[src/rtl/pipeline_types.sv]
// Shared types and flush/pause masks for the back-end redirect sequencer.
`timescale 1ns/1ps
package pipeline_types;

    typedef enum logic [1:0] {RUN, FLUSH, REDIRECT, IDLE} redirect_state_t;
    typedef enum logic [1:0] {RC_EXC, RC_ERTN, RC_BR} redirect_cause_t;

    localparam logic [7:0] FLUSH_MASK_FULL = 8'h7F;
    localparam logic [7:0] FLUSH_MASK_BR   = 8'h1F;
    localparam logic [7:0] PAUSE_MASK_IDLE = 8'h7F;

    // A branch only squashes the front end; exception/ertn flush everything but wb.
    function automatic logic [7:0] cause_mask(input redirect_cause_t cause);
        return (cause == RC_BR) ? FLUSH_MASK_BR : FLUSH_MASK_FULL;
    endfunction

endpackage

[src/rtl/redirect_prio_enc.sv]
// Combinational priority pick of redirect cause and target: exc > ertn > branch.
`timescale 1ns/1ps
module redirect_prio_enc
    import pipeline_types::*;
#(
    parameter int ADDR_WIDTH = 32
) (
    input  logic                  exc_req,
    input  logic [ADDR_WIDTH-1:0] exc_target,
    input  logic                  ertn_req,
    input  logic [ADDR_WIDTH-1:0] ertn_target,
    input  logic                  branch_req,
    input  logic [ADDR_WIDTH-1:0] branch_target,
    input  logic                  branch_en,
    output logic                  pick_valid,
    output redirect_cause_t       pick_cause,
    output logic [ADDR_WIDTH-1:0] pick_target
);

    always_comb begin
        pick_valid  = 1'b0;
        pick_cause  = RC_EXC;
        pick_target = '0;
        if (exc_req) begin
            pick_valid  = 1'b1;
            pick_cause  = RC_EXC;
            pick_target = exc_target;
        end else if (ertn_req) begin
            pick_valid  = 1'b1;
            pick_cause  = RC_ERTN;
            pick_target = ertn_target;
        end else if (branch_req && branch_en) begin
            pick_valid  = 1'b1;
            pick_cause  = RC_BR;
            pick_target = branch_target;
        end
    end

endmodule

[src/rtl/redirect_seq.sv]
// Multi-cycle redirect sequencer: registered flush for FLUSH_HOLD cycles, then a held redirect PC.
`timescale 1ns/1ps
module redirect_seq
    import pipeline_types::*;
#(
    parameter int PIPE_WIDTH = 8,
    parameter int ADDR_WIDTH = 32,
    parameter int FLUSH_HOLD = 2
) (
    input  logic                  clk,
    input  logic                  rst_n,
    input  logic                  exc_req,
    input  logic [ADDR_WIDTH-1:0] exc_target,
    input  logic                  ertn_req,
    input  logic [ADDR_WIDTH-1:0] ertn_target,
    input  logic                  branch_req,
    input  logic [ADDR_WIDTH-1:0] branch_target,
    input  logic                  idle_req,
    input  logic                  int_pending,
    input  logic                  fetch_ready,
    output logic [PIPE_WIDTH-1:0] flush,
    output logic [PIPE_WIDTH-1:0] pause,
    output logic                  redirect_valid,
    output logic [ADDR_WIDTH-1:0] redirect_pc,
    output logic                  idle_wake,
    output logic                  busy
);

    localparam int CNT_W = (FLUSH_HOLD > 1) ? $clog2(FLUSH_HOLD) : 1;
    localparam logic [CNT_W-1:0] CNT_RELOAD = CNT_W'(FLUSH_HOLD - 1);

    redirect_state_t       state_q, state_d;
    logic [ADDR_WIDTH-1:0] target_q, target_d;
    logic [PIPE_WIDTH-1:0] mask_q, mask_d;
    logic [CNT_W-1:0]      cnt_q, cnt_d;
    logic [PIPE_WIDTH-1:0] flush_q, flush_d;
    logic [PIPE_WIDTH-1:0] pause_q, pause_d;
    logic                  rv_q, rv_d;
    logic [ADDR_WIDTH-1:0] pc_q, pc_d;
    logic                  wake_q, wake_d;
    logic                  busy_q, busy_d;

    logic                  pick_valid;
    redirect_cause_t       pick_cause;
    logic [ADDR_WIDTH-1:0] pick_target;
    logic                  override;

    // Branches are wrong-path once a redirect is in progress, so only RUN may pick them.
    redirect_prio_enc #(.ADDR_WIDTH(ADDR_WIDTH)) u_prio (
        .exc_req       (exc_req),
        .exc_target    (exc_target),
        .ertn_req      (ertn_req),
        .ertn_target   (ertn_target),
        .branch_req    (branch_req),
        .branch_target (branch_target),
        .branch_en     (state_q == RUN),
        .pick_valid    (pick_valid),
        .pick_cause    (pick_cause),
        .pick_target   (pick_target)
    );

    always_ff @(posedge clk or negedge rst_n) begin
        if (!rst_n) begin
            state_q  <= RUN;
            target_q <= '0;
            mask_q   <= '0;
            cnt_q    <= '0;
            flush_q  <= '0;
            pause_q  <= '0;
            rv_q     <= 1'b0;
            pc_q     <= '0;
            wake_q   <= 1'b0;
            busy_q   <= 1'b0;
        end else begin
            state_q  <= state_d;
            target_q <= target_d;
            mask_q   <= mask_d;
            cnt_q    <= cnt_d;
            flush_q  <= flush_d;
            pause_q  <= pause_d;
            rv_q     <= rv_d;
            pc_q     <= pc_d;
            wake_q   <= wake_d;
            busy_q   <= busy_d;
        end
    end

    always_comb begin
        state_d  = state_q;
        target_d = target_q;
        mask_d   = mask_q;
        cnt_d    = cnt_q;
        override = 1'b0;
        unique case (state_q)
            RUN: begin
                if (pick_valid) override = 1'b1;
                else if (idle_req) state_d = IDLE;
            end
            FLUSH: begin
                if (exc_req || ertn_req) override = 1'b1;
                else if (cnt_q == '0) state_d = REDIRECT;
                else cnt_d = cnt_q - 1'b1;
            end
            REDIRECT: begin
                // An exception accepted alongside fetch_ready still wins; a plain ertn only
                // overrides while fetch has not taken the current redirect.
                if (exc_req || (ertn_req && !fetch_ready)) override = 1'b1;
                else if (fetch_ready) state_d = RUN;
            end
            IDLE: begin
                if (exc_req) override = 1'b1;
                else if (int_pending) state_d = RUN;
            end
            default: state_d = RUN;
        endcase
        if (override) begin
            state_d  = FLUSH;
            target_d = pick_target;
            mask_d   = PIPE_WIDTH'(cause_mask(pick_cause));
            cnt_d    = CNT_RELOAD;
        end
    end

    // Outputs derive from the next state only, so flush and redirect_valid never overlap.
    always_comb begin
        flush_d = (state_d == FLUSH) ? mask_d : '0;
        pause_d = (state_d == IDLE) ? PIPE_WIDTH'(PAUSE_MASK_IDLE) : '0;
        rv_d    = (state_d == REDIRECT);
        pc_d    = (state_d == REDIRECT) ? target_d : pc_q;
        wake_d  = (state_q == IDLE) && int_pending && (state_d != IDLE);
        busy_d  = (state_d != RUN);
    end

    assign flush          = flush_q;
    assign pause          = pause_q;
    assign redirect_valid = rv_q;
    assign redirect_pc    = pc_q;
    assign idle_wake      = wake_q;
    assign busy           = busy_q;

endmodule

[config.mk]
export PLATFORM = sky130hd
export DESIGN_NAME = redirect_seq
export DESIGN_NICKNAME = d
export VERILOG_FILES = /design/src/rtl/pipeline_types.sv /design/src/rtl/redirect_prio_enc.sv /design/src/rtl/redirect_seq.sv
export SDC_FILE = /design/constraint.sdc
export NUM_CORES = 1
export LEC_CHECK = 0
export ABC_CLOCK_PERIOD_IN_PS = 2000
export CAP_MARGIN = 20
export CORE_UTILIZATION = 44
export DETAILED_ROUTE_END_ITERATION = 8
export PLACE_DENSITY = 0.93
export SLEW_MARGIN = 20
export SYNTH_ARGS = -nofsm -noshare
export SYNTH_HDL_FRONTEND = slang
export SYNTH_SLANG_ARGS = --single-unit
[constraint.sdc]
create_clock -name clk -period 2 [get_ports clk]
set_input_delay 0.5 -clock clk [delete_from_list [all_inputs] [get_ports clk]]
set_output_delay 0.5 -clock clk [all_outputs]
set_load 0.005 [all_outputs]
==> results of run 1 <==
==> worst min path at each step <==
stage / start / endpoint / slack (ns) / cells past startpoint
3_3_place_gp: rst_n / redirect_pc[2] / 0.36 / 1
2_1_floorplan: rst_n / busy / 0.20 / 0
6_report: mask_q[0] / flush[0] / 0.47 / 2
3_5_place_dp: rst_n / redirect_pc[4] / 0.37 / 1
4_1_cts: mask_q[0] / flush[0] / 0.47 / 2
5_1_grt: mask_q[2] / mask_q[2] / 0.49 / 1
==> worst max-delay path: stages <==
cell             delay [ns]
clkdlybuf4s15_1        0.20
or4b_4                 0.56
o32ai_4                0.17
nand3_4                0.13
buf_12                 0.17
clkbuf_16              0.16
mux2_4                 0.30
==> final cells by class <==
class,instances,area share (%)
Multi-Input combinational cell,148,24.0
Clock inverter,5,1.35
Inverter,36,2.25
Tap cell,105,2.19
Sequential cell,87,36.2
Clock buffer,11,2.35
Timing Repair Buffer,180,31.6
==> per-stage QoR <==
stage	instances	setup TNS [ns]	worst slack [ns]	cell area (um^2)	hold WS, ns
floorplan	296	0	0.0480	3890	0.204
global placement	550	-29.11	-0.445	5640	0.365
detailed placement	550	-33.22	-0.562	5640	0.369
CTS	571	0	0.0347	5980	0.473
global route	572	0	0.0105	6010	0.490
finish	572	0	0.0311	6010	0.469
==> state kept, by name, summed over array words and instances, names as in the netlist <==
| name | cells |
|---|---|
| busy | 1 |
| cnt_q | 1 |
| flush | 8 |
| idle_wake | 1 |
| mask_q | 8 |
| pause | 1 |
| redirect_pc | 32 |
| redirect_valid | 1 |
| state_q | 2 |
| target_q | 32 |
==> layer usage <==
layer	GRT usage [%]	vias up
met3	4.82	11
met5	0	-
met4	6.84	0
met1	26.3	1494
li1	-	1399
met2	41.0	131
==> power breakdown <==
| part | switching, W | internal [W] |
|---|---|---|
| logic | 0.000252 | 0.000506 |
| registers | 0.0000871 | 0.00190 |
| clock network | 0.000595 | 0.000738 |
| total | 0.000934 | 0.00315 |
==> cell usage in the layout, fill, tap and decap left out, types with 2 or more instances in the layout <==
cell type,instances
buf_4,13
clkbuf_8,10
nand2_1,14
a22oi_1,2
nand2b_1,6
nand3_1,4
clkdlybuf4s15_1,2
buf_12,7
dfrtp_1,87
a222oi_1,32
mux2_2,3
mux2i_1,32
clkdlybuf4s50_1,150
nor2b_1,2
nor2_1,4
bufinv_16,2
mux2_4,29
inv_1,36
buf_6,4
a21oi_1,2
==> kinds of logic after synthesis <==
kind of cell,Yosys count
AND/OR/NAND/NOR,40
multiplexers,64
flip-flops,87
other,1
AO/OA/AOI/OAI,43
buffers and inverters,61
==> timing repair <==
action                                 4_1_cts  5_1_grt
hold buffers                                 1        0
buffers inserted                             1        0
pin swaps                                    2        2
cloned                                       3        1
endpoints found under the hold margin       13        0
gates resized for setup                     10        2
setup endpoints to repair                   64        9
==> run_results.csv, run 1 <==
group,metric,value,unit
synth,synth.most_common_cell,"dfrtp_1",
min_path,min_path_type,"flop to flop",
critical_path,cp-start-kind,"primary input",
drt,finalWirelength,10.0,mm
critical_path,worstSetupEndpointType,"flop",
synth,syn-instance-count,296,
critical_path,worstRegToRegCells,6,
grt,track_usage,22.5,%
clock_network,cts_sinks,87,
critical_path,r2r_start,"state_q[1]",
critical_path,crit_start,"exc_req",
critical_path,crit_type,"primary input to flop",
drt,via_count,3035,
clock_network,cts_max_path_buffers,2,
synth,syn-cell-area,3890,um^2
synth,avgSynthCellArea,13.2,um^2
critical_path,arrival,2.20,ns
sta,final_hold_viol_count,0,
pwr,power-per-cell-area,680,nW/um^2
sta,slew_violations,0,
sta,finalSetupViolCount,0,
synth,ys_ff_latch,87,
synth,synth_top_area_cell,"dfrtp_1",
sta,period_share,98.4,%
clock_network,clkLatencyLatePin,0.34,ns
synth,synthTopCellsByCount,"87 x dfrtp_1, 36 x inv_1, 32 x a222oi_1, 32 x mux2i_1, 29 x mux2_4",
sta,fmax,508,MHz
synth,synth_fa_ha_area_share,0,%
sta,fin_crit,1.97,ns
synth,async_flop_share,100,%
drt,wl_met3,688,um
grt,grt_pass1_vias,3160,
status,status,"finished clean",
layout,fin_util,71.7,%
synth,synth_top_flop_cell,"dfrtp_1",
drt,drtIter0Drc,168,
synth,synth_mux_area_share,20.3,%
layout,area_growth,54.3,%
floorplan,initial_core_util,46.4,%
critical_path,rr_endpoint,"redirect_pc[16]",
critical_path,endpoint,"redirect_pc[16]",
placement,gp_congestion,0.833,
critical_path,path_max_fanout,5,
clock_network,clk_pin_slew,0.08,ns
floorplan,row_count,33,
floorplan,die_h,96.1,um
synth,yosys.area_share.simple,5.59,%
synth,yosysSeqAreaShare,55.9,%
floorplan,dieArea,9230,um^2
drt,top_layer,"met4",
sta,rsz0062_at_grt,"false",
synth,synth_area_leaders,"dfrtp_1 56%, mux2_4 11%, a222oi_1 8.2%, mux2i_1 8.2%, inv_1 3.5%",
grt,gr-total-overflow,0,
grt,antenna_found_initial,0,
critical_path,cp.required,2.23,ns
clock_network,root_buffer,"clkbuf_8",
synth,yosysTopAreaCellShare,55.9,%
layout,nets,566,
grt,grt_max_degree,52,
floorplan,core,8380,um^2
sta,fin_skew,0.0112,ns
pwr,ir_worst_vdd,0.449,mV
drt,wire_per_inst,17.5,um
pwr,p_leak,2.84,nW
synth,synth_top_family_by_area,"multiplexers",
drt,ant_nets,0,
drt,first_pass_iters,9,
drt,avgViaCountPerCell,5.31,
drt,wl_met1,3.86,mm
drt,route.met2.wl,5.37,mm
grt,grt_pass1_wl,15.3,mm
layout,register_area,2180,um^2
synth,synth_xor_area_share,0,%
layout,multi_input_area,1440,um^2
pwr,finalPower,0.00408,W
job,maxCapViolations,0,
clock_network,tritoncts,"done",
synth,synth_cell_types,33,
synth,yosys_warnings,0,
clock_network,htree_levels,3,
clock_network,numCtsBuffers,9,
floorplan,ios,155,
drt,drc_errors,0,
synth,synth_fp_nets,400,
layout,layout-drive-gt1-share,17.3,%
synth,synth-edff-count,0,
placement,port_buffers,153,
floorplan,die_w,96.1,um
layout,diodes,0,
critical_path,r2r_slack,0.05,ns
layout,nFillCells,591,
synth,synth_compound_area_share,10.7,%
placement,dp_hpwl,7.06,mm
(Power assumes the default switching activity.)
==> run 2: changes to the inputs <==
- ABC_AREA: not set -> 1
- CORE_MARGIN: not set -> 3
- CORE_UTILIZATION: 44 -> 45
- CTS_CLUSTER_DIAMETER: not set -> 60
==> run 2 against run 1 <==
First-iteration DRC count up 5.4%; hold slack lost 0.37 ns; combinational power increased by 3.3%; sequential power is 3% lower; via count grew 39%; clock power fell by 8%; global-route usage increased by 2.9 points; routed wire length up 31%; count of clock-buffer cells in the layout unchanged; sequential share of layout area decreased by 0.66 points; area after synthesis rose by 6.5%.
==> run_results.csv, run 2 <==
group,metric,value,unit
status,status,"finished clean",
critical_path,cp.required,2.24,ns
synth,synthTopCellsByCount,"177 x nand2_1, 87 x dfrtp_1, 66 x a21oi_1",
sta,fin_crit,1.95,ns
sta,fmax,512,MHz
floorplan,die_h,102,um
grt,grt_pass1_vias,4340,
sta,whs,0.0973,ns
synth,avgSynthCellArea,7.94,um^2
critical_path,cp_slowest_cell,"clkdlybuf4s50_1",
critical_path,r2r_slack,0.27,ns
drt,via_count,4217,
sta,timing.final.ws_setup,0.0455,ns
layout,final_cell_mix,"175 x nand2_1, 151 x clkdlybuf4s50_1, 87 x dfrtp_1",
layout,nets,782,
grt,antenna_found_initial,0,
layout,layout-drive-gt1-share,9.54,%
critical_path,crit_type,"primary input to flop",
layout,finalNonFillerCells,789,
drt,finalWirelength,13.1,mm
synth,async_flop_share,100,%
sta,slew_violations,0,
job,maxCapViolations,0,
critical_path,cp_top_family,"buffers and inverters",
grt,gr-total-overflow,0,
grt,track_usage,25.4,%
synth,synth_area_leaders,"dfrtp_1 53%, nand2_1 16%, a21oi_1 8.0%, nand3_1 4.5%, nor2_1 4.4%",
synth,synth_cell_types,22,
clock_network,tritoncts,"done",
placement,dp_hpwl,9.77,mm
critical_path,worstSetupEndpointType,"flop",
pwr,p_leak,2.88,nW
synth,synth_fp_nets,626,
floorplan,dieArea,10400,um^2
sta,period_share,97.7,%
clock_network,root_buffer,"clkbuf_8",
critical_path,max_stage_delay,0.39,ns
synth,synth.most_common_cell,"nand2_1",
sta,fin_skew,0.00613,ns
sta,finalSetupViolCount,0,
critical_path,cp-start-kind,"primary input",
sta,final_hold_viol_count,0,
floorplan,ios,155,
placement,gp_congestion,0.891,
layout,layout_commonest_cell,"nand2_1",
placement,port_buffers,153,
clock_network,clk_pin_slew,0.08,ns
layout,area_growth,47.6,%
synth,ys_ff_latch,87,
drt,first_pass_iters,5,
sta,fin_setup_tns,0,ns
layout,final_area,6120,um^2
critical_path,cp_num_buf_inv,3,
grt,grt_busiest_layer,"met2",
clock_network,htree_levels,3,
clock_network,cts_max_path_buffers,2,
placement,dp_slack,-0.426,ns
grt,grt_use_met2,43.8,%
synth,synth-edff-count,0,
grt,met1_usage,30.3,%
min_path,min_path_type,"primary input to async pin",
drt,ant_nets,0,
synth,syn-instance-count,522,
synth,yosysSeqAreaShare,52.5,%
synth,synth_top_flop_cell,"dfrtp_1",
drt,avgViaCountPerCell,5.34,
placement,placed_area,5860,um^2
drt,drtIter0Drc,177,
layout,diodes,0,
floorplan,core,8850,um^2
critical_path,arrival,2.19,ns
critical_path,cpMostUsedCell,"nand2_1",
synth,synth_top_area_cell,"dfrtp_1",
drt,wire_per_inst,16.6,um
drt,drc_errors,0,
sta,rsz0062_at_grt,"true",
clock_network,cts_sinks,87,
critical_path,path_cells,"clkdlybuf4s50_1 -> buf_4 -> nor2_4 -> nand2_1 -> nand2_1 -> nand2_1 -> nor2_4 -> nand2_4 -> buf_8 -> o21ai_0 -> nand2_1",
placement,placed_cells,772,
pwr,ir_worst_vdd,0.396,mV
clock_network,numCtsBuffers,9,
pwr,power-per-cell-area,644,nW/um^2
synth,yosys_warnings,0,
clock_network,clkLatencyLatePin,0.36,ns
grt,grt_pass1_wl,20.4,mm
floorplan,row_count,34,
clock_network,hold_buffers,0,
floorplan,initial_core_util,46.8,%
grt,globalRouteMet3Util,6.89,%
synth,yosysTopAreaCellShare,52.5,%
grt,grt_max_degree,38,
floorplan,die_w,102,um
synth,syn-cell-area,4140,um^2
critical_path,path_max_fanout,20,
[run 2: per-stage QoR]
step | util (%) | total power [W]
detailed placement | 66.2 | 0.00274
floorplan | - | 0.00225
CTS | 68.6 | 0.00393
global route | 69.1 | 0.00411
global placement | 66.2 | 0.00271
finish | 69.1 | 0.00394
[run 2: power by group]
group          switching (W)  leakage [nW]  internal, W
registers          0.0000533          1.07      0.00189
clock network       0.000588         0.101     0.000632
logic               0.000372          1.71     0.000411
[run 2: worst register-to-register path: cells and delay by family (launching register included)]
kind	cells	cell delay (ns)
flip-flops	1	0.47
AO/OA/AOI/OAI	1	0.18
AND/OR/NAND/NOR	7	0.72
buffers and inverters	2	0.25
[run 2: routing by layer]
metal	up-vias	share of wire, %
met5	-	0
met4	0	1.7
met3	25	8.2
met2	188	51
met1	2026	39
li1	1978	-
[run 2: worst paths after layout]
kind	endpoint	startpoint	cells after the start
worst max-delay path	redirect_pc[30]	ertn_req	11
worst max register to register	redirect_pc[30]	state_q[0]	10
max in group asynchronous	redirect_pc[2]	rst_n	2
worst min-delay path	mask_q[1]	rst_n	1
worst min register to register	mask_q[0]	mask_q[0]	2
min in group clk	mask_q[0]	mask_q[0]	2
[run 2: cells by family (layout without fill, tap and decap cells)]
family | after synthesis | count (layout) | share of synthesized area (%)
other cells | 1 | 1 | 0.0905
simple gates | 274 | 275 | 27.3
flops | 87 | 87 | 52.5
compound gates | 102 | 102 | 12.4
buf+inv | 58 | 216 | 7.64
[run 2: repair_timing]
item,4_1_cts,5_1_grt
resized for setup,1,25
setup endpoints to repair,32,33
cloned,1,0
pin swaps,1,3
setup buffers,0,2
[run 2: cell type report]
class / instances / area (um^2)
clock buffers: 11 / 151
clock inverters: 3 / 43.8
fillers: 657 / 2730
inverters: 17 / 63.8
multi-input cells: 378 / 1700
flip-flops and latches: 87 / 2180
well taps: 108 / 135
repair buffers: 185 / 1850
==> run 3: changes to the inputs <==
- SLEW_MARGIN: 20 -> not set
==> results of run 3 <==
Same layout as run 2: the final DEF is identical, and so are final timing and power.
